**config.mk**
```make
export PLATFORM = sky130hd
export DESIGN_NAME = conf_bus_sched
export DESIGN_NICKNAME = d
export VERILOG_FILES = /design/src/rtl/conf_bus_sched.sv
export SDC_FILE = /design/constraint.sdc
export NUM_CORES = 1
export LEC_CHECK = 0
export ABC_AREA = 1
export BUFFER_PORTS_ARGS = -buffer_cell sky130_fd_sc_hd__buf_2
export CORE_MARGIN = 3
export CORE_UTILIZATION = 40
export DETAILED_ROUTE_END_ITERATION = 12
export GPL_TIMING_DRIVEN = 1
export RECOVER_POWER = 25
export SLEW_MARGIN = 10
export SYNTH_ARGS = -nofsm -noshare
export SYNTH_HDL_FRONTEND = slang
export SYNTH_SLANG_ARGS = --single-unit
```
**constraint.sdc**
```tcl
create_clock -name clk -period 4.07 [get_ports clk]
set_input_delay 0.407 -clock clk [delete_from_list [all_inputs] [get_ports clk]]
set_output_delay 0.407 -clock clk [all_outputs]
set_load 0.005 [all_outputs]
```
**src/rtl/conf_bus_sched.sv**
```systemverilog
// Config bus master: merges UART parameter writes, a buck soft-start ramp and an
// OCD fault shutdown into at most one registered bus write per cycle.
module conf_bus_sched #(
  parameter int unsigned DATA_W    = 8,
  parameter int unsigned ADDR_W    = 4,
  parameter logic [ADDR_W-1:0] PW_ADDR   = 4'd1,
  parameter logic [ADDR_W-1:0] BUCK_ADDR = 4'd4,
  parameter logic [ADDR_W-1:0] CLR_ADDR  = 4'd15,
  parameter int unsigned RAMP_DIV  = 5000,
  parameter int unsigned RAMP_STEP = 1
) (
  input  logic              clk,
  input  logic              rst,
  input  logic [DATA_W-1:0] u_data,
  input  logic [ADDR_W-1:0] u_addr,
  input  logic              u_valid,
  input  logic              ocd_fault,
  output logic [DATA_W-1:0] bus_data,
  output logic [ADDR_W-1:0] bus_addr,
  output logic              bus_en,
  output logic [DATA_W-1:0] buck_cur,
  output logic              lockout,
  output logic              u_drop
);

  localparam int unsigned DIV_W = (RAMP_DIV > 1) ? $clog2(RAMP_DIV) : 1;
  localparam logic [DIV_W-1:0]  DIV_LAST = DIV_W'(RAMP_DIV - 1);
  localparam logic [DIV_W-1:0]  DIV_ONE  = DIV_W'(1);
  localparam logic [DATA_W:0]   STEP     = (DATA_W + 1)'(RAMP_STEP);

  typedef enum logic [2:0] {
    ST_IDLE       = 3'd0,
    ST_RAMP       = 3'd1,
    ST_FAULT_PW   = 3'd2,
    ST_FAULT_BUCK = 3'd3,
    ST_LOCKOUT    = 3'd4
  } state_t;

  state_t            state;
  state_t            state_next;
  logic              buf_valid;
  logic [ADDR_W-1:0] buf_addr;
  logic [DATA_W-1:0] buf_data;
  logic [DATA_W-1:0] buck_tgt;
  logic [DIV_W-1:0]  div;
  logic              ramp_pend;

  logic              fault_wr;
  logic              in_fault;
  logic              drain;
  logic              uart_wr;
  logic              ramp_fire;
  logic              ramp_wr;
  logic              clr_ok;
  logic [DATA_W:0]   step_sum;
  logic [DATA_W-1:0] ramp_val;
  logic              nxt_en;
  logic [ADDR_W-1:0] nxt_addr;
  logic [DATA_W-1:0] nxt_data;
  logic [DATA_W-1:0] cur_next;
  logic [DATA_W-1:0] tgt_next;

  // Fault writes own the bus outright; the buffer only drains when they are not issuing.
  assign fault_wr  = (state == ST_FAULT_PW) || (state == ST_FAULT_BUCK);
  assign in_fault  = fault_wr || (state == ST_LOCKOUT);
  assign drain     = buf_valid && !fault_wr;
  assign uart_wr   = drain && (buf_addr != BUCK_ADDR) && (buf_addr != CLR_ADDR) &&
                     !(in_fault && (buf_addr == PW_ADDR));
  assign clr_ok    = drain && (buf_addr == CLR_ADDR) && (state == ST_LOCKOUT) && !ocd_fault;
  assign ramp_fire = (state == ST_RAMP) && (buck_cur != buck_tgt) &&
                     (ramp_pend || (div == DIV_LAST));
  assign ramp_wr   = ramp_fire && !uart_wr;
  assign step_sum  = {1'b0, buck_cur} + STEP;

  // Next ramp level: saturating step up, immediate drop when above target.
  always_comb begin
    ramp_val = buck_tgt;
    if (buck_cur > buck_tgt) begin
      ramp_val = buck_tgt;
    end else if (step_sum > {1'b0, buck_tgt}) begin
      ramp_val = buck_tgt;
    end else begin
      ramp_val = step_sum[DATA_W-1:0];
    end
  end

  // Next-state logic.
  always_comb begin
    state_next = state;
    case (state)
      ST_IDLE: begin
        if (ocd_fault) state_next = ST_FAULT_PW;
        else if (buck_cur != buck_tgt) state_next = ST_RAMP;
        else state_next = ST_IDLE;
      end
      ST_RAMP: begin
        if (ocd_fault) state_next = ST_FAULT_PW;
        else if (buck_cur == buck_tgt) state_next = ST_IDLE;
        else state_next = ST_RAMP;
      end
      ST_FAULT_PW:   state_next = ST_FAULT_BUCK;
      ST_FAULT_BUCK: state_next = ST_LOCKOUT;
      ST_LOCKOUT: begin
        if (clr_ok) state_next = ST_IDLE;
        else state_next = ST_LOCKOUT;
      end
      default: state_next = ST_IDLE;
    endcase
  end

  // Bus arbitration (fault > UART > ramp) and buck level updates.
  always_comb begin
    nxt_en   = 1'b0;
    nxt_addr = '0;
    nxt_data = '0;
    cur_next = buck_cur;
    tgt_next = buck_tgt;
    case (state)
      ST_FAULT_PW: begin
        nxt_en   = 1'b1;
        nxt_addr = PW_ADDR;
      end
      ST_FAULT_BUCK: begin
        nxt_en   = 1'b1;
        nxt_addr = BUCK_ADDR;
        cur_next = '0;
        tgt_next = '0;
      end
      default: begin
        if (drain && (buf_addr == BUCK_ADDR)) begin
          tgt_next = buf_data;
        end else begin
          tgt_next = buck_tgt;
        end
        if (uart_wr) begin
          nxt_en   = 1'b1;
          nxt_addr = buf_addr;
          nxt_data = buf_data;
        end else if (ramp_wr) begin
          nxt_en   = 1'b1;
          nxt_addr = BUCK_ADDR;
          nxt_data = ramp_val;
          cur_next = ramp_val;
        end else begin
          nxt_en   = 1'b0;
        end
      end
    endcase
  end

  // State, buffer, divider and registered outputs.
  always_ff @(posedge clk) begin
    if (rst) begin
      state     <= ST_IDLE;
      buf_valid <= 1'b0;
      buf_addr  <= '0;
      buf_data  <= '0;
      buck_tgt  <= '0;
      div       <= '0;
      ramp_pend <= 1'b0;
      bus_en    <= 1'b0;
      bus_addr  <= '0;
      bus_data  <= '0;
      buck_cur  <= '0;
      lockout   <= 1'b0;
      u_drop    <= 1'b0;
    end else begin
      state    <= state_next;
      bus_en   <= nxt_en;
      bus_addr <= nxt_addr;
      bus_data <= nxt_data;
      buck_cur <= cur_next;
      buck_tgt <= tgt_next;
      lockout  <= (state_next == ST_LOCKOUT);
      u_drop   <= u_valid && buf_valid && !drain;

      if (u_valid && (!buf_valid || drain)) begin
        buf_valid <= 1'b1;
        buf_addr  <= u_addr;
        buf_data  <= u_data;
      end else if (drain) begin
        buf_valid <= 1'b0;
      end

      // A blocked step stays pending with the divider frozen until it issues.
      if (state != ST_RAMP || ramp_wr) begin
        div       <= '0;
        ramp_pend <= 1'b0;
      end else if (ramp_fire) begin
        ramp_pend <= 1'b1;
      end else begin
        div <= div + DIV_ONE;
      end
    end
  end

endmodule

```
==> results.md <==
* Top-area cell type share of the netlist area at 0.378
* Yosys reg bits at 61
* CP max stage cell: dfxtp_1
* RSZ-0062 raised after global routing: no
* Min cycle time layout at 2.59 ns
* Run status: complete, no violations
* Clock Skew at 0.00810 ns
* Row Count at 32
* Antenna violations before repair at 0
* Cell repeated most along the worst path: nand2_1
* Total power at 1240 µW
* Pwr/cell area at 339 nW/µm²
* Unique cell type count in the Yosys netlist at 36
* Post-synth EDFFs at 0
* Root buf cell: clkbuf_8
* Residual DRC count at 0
* Core area at 7770 µm²
* CP bufs+invs at 2
* Setup CP Type: flip-flop to flip-flop
* Post-synth top flop: dfxtp_1
* Hold Path Class: primary input to flip-flop
* Synthesized area at 3230 µm²
* Htree depth at 3
* Crit path launch type: flip-flop
* Die ar. at 9190 µm²
* Setup TNS at 0 ns
* Ant diodes at 0
* Postcts setup bufs at 0
* Num CTS Buffers at 9
* Most instantiated cells after synthesis: 118 x nand2_1, 61 x dfxtp_1, 52 x inv_1
* Vias per cell at 4.84
* CTS tree: built
* Hold-fix buffers, CTS at 0
* Pre-Repair DR Iteration Count at 5
* Worst-margin pin slew at 0.511 ns
* Number of port buffers at 38
* Hold Vio Cnt, Final at 0
* Starting density of the core at 0.416
* Critical-path maximum fanout at 9
* Vias in the first global route at 2,578
* GRT Overall Usage at 0.166
* CP endpoint kind: flip-flop
* Boundary Pins at 39
* Post-Syn Nets at 478
* Post-synthesis cell count at 444
* Clock Sinks at 61
* CP max stage delay at 0.46 ns
* Setup violations, final at 0
* Die Y at 95.9 µm
* Worst-skew pair later-pin latency at 0.33 ns
* First-pass GRT wire length at 12,000 µm
* Routed length per placed instance at 11.9 µm
* Final WS setup at 1.48 ns
* Fin Hold WS at 0.324 ns
* Pre-CTS WS at 1.51 ns
* Leak pwr at 0.00163 µW
* Number of routed nets with antenna violations at 0
* Period utilization at 0.636
* Drt total wl at 7030 µm
* Synth area leader: dfxtp_1
* Layout cell share with drive strength beyond 1 at 0.139
* Synth async-reset ratio at 0
* CP top delay family: simple AND/OR/NAND/NOR gates
* Detailed-placement wirelength estimate at 5410 µm
* CP cell instances: ha_1 -> nand2_1 -> nor2_4 -> inv_1 -> nor2_1 -> xnor2_1 -> inv_1 -> ha_1 -> nand2_1 -> nor2_1 -> nand3_1 -> nand3_2 -> nand2_4 -> nand2_4 -> nand2_1 -> nand3_1 -> nand2_1
* Relative slew slack at 0.658
* Critical Path AT at 2.81 ns
* Fin. max-slew vios at 0
* Clock Path Buffers at 2
* Max_cap viols at 0
* Die width at 95.9 µm
* Highest Clock Rate at 386 MHz
* Mean post-synth cell area at 7.28 µm²
* Reg clk slew, reported paths at 0.07 ns
* Syn-to-layout area delta at 12.9%
* Post_cts resized at 0
* Most common cell in the netlist: nand2_1
* Largest cells by area after synthesis: dfxtp_1 38%, nand2_1 14%, ha_1 7.0%
* Global route overflow at 0
* Crit path required time at 4.29 ns
* Yosys warns at 0
* Fill cells at 840
* Initial DRC count at 224
* Vias at 2,864
* Seq/Total Area, Yosys at 0.378
* Final Net Count at 519
* Largest net degree at the start of global routing at 20
* Max IR drop VDD at 0.192 mV
* GPL Wtd Cong at 0.854
power by group:
group          switching, µW  internal (µW)
clock network            244            282
logic                   55.8           28.4
registers               12.3            614
placed cells by master (no fill, tap or decap), drive strengths merged, types with 5 or more instances in the layout:
master and instances:
a21oi 32, buf 27, clkbuf 21, dfxtp 61, ha 18, inv 54, nand2 124, nand3 47
nor2 52, nor3 10, o21ai 14, xnor2 5, xor2 7
sequential cells by signal, summed over array words and instances (netlist names):
register,cells
div,13
buck_cur,8
buck_tgt,8
buf_data,8
bus_data,8
buf_addr,4
bus_addr,4
state,3
buf_valid,1
bus_en,1
lockout,1
ramp_pend,1
u_drop,1
stage by stage:
stage	cells	util	cell area (µm²)
global placement	576	0.449	3490
CTS	592	0.473	3680
finish	592	0.470	3650
detailed placement	576	0.449	3490
global route	592	0.470	3650
floorplan	444	-	3230
worst min-delay path, delay by kind of cell:
kind	cells	cell delay [ns]
and+or+nand+nor	1	0.08
buffers and inverters	1	0.07
AOI/OAI and AO/OA	1	0.07
final timing paths:
| path | startpoint | to | slack [ns] | cells past startpoint |
|---|---|---|---|---|
| max reg2reg | buck_cur[0]$_SDFFE_PP0P_ | buck_cur[1]$_SDFFE_PP0P_ | 1.48 | 17 |
| min reg2reg | buck_tgt[7]$_SDFFE_PP0P_ | buck_tgt[7]$_SDFFE_PP0P_ | 0.46 | 2 |
| min | u_data[5] | buf_data[5]$_SDFFE_PP0P_ | 0.32 | 3 |
| max | buck_cur[0]$_SDFFE_PP0P_ | buck_cur[1]$_SDFFE_PP0P_ | 1.48 | 17 |
cell type report:
cell class | count | area, µm² | area share
inverters | 55 | 206 | 0.0566
well taps | 102 | 128 | 0.0350
clock inverters | 6 | 63.8 | 0.0175
clock buffers | 10 | 128 | 0.0350
repair buffers | 38 | 176 | 0.0484
flip-flops and latches | 61 | 1220 | 0.335
multi-input cells | 320 | 1730 | 0.473
metal layers:
| metal | part of all wire | global-route usage | vias to the layer above |
|---|---|---|---|
| met5 | 0 | 0 | - |
| met4 | 0.0094 | 0.0355 | 0 |
| met3 | 0.053 | 0.0461 | 7 |
| met2 | 0.43 | 0.247 | 69 |
| met1 | 0.51 | 0.239 | 1287 |
| li1 | - | - | 1501 |
logic make-up (layout without fill, tap and decap cells):
logic type | count (synthesis) | after routing | synth area share
flip-flops | 61 | 61 | 0.378
AND/OR/NAND/NOR | 240 | 240 | 0.346
adder cells (fa/ha/maj) | 18 | 18 | 0.0697
buffers and inverters | 63 | 109 | 0.0833
XOR/XNOR | 12 | 12 | 0.0325
AO/OA/AOI/OAI | 50 | 50 | 0.0906
Power figures use the tool's default switching activity.
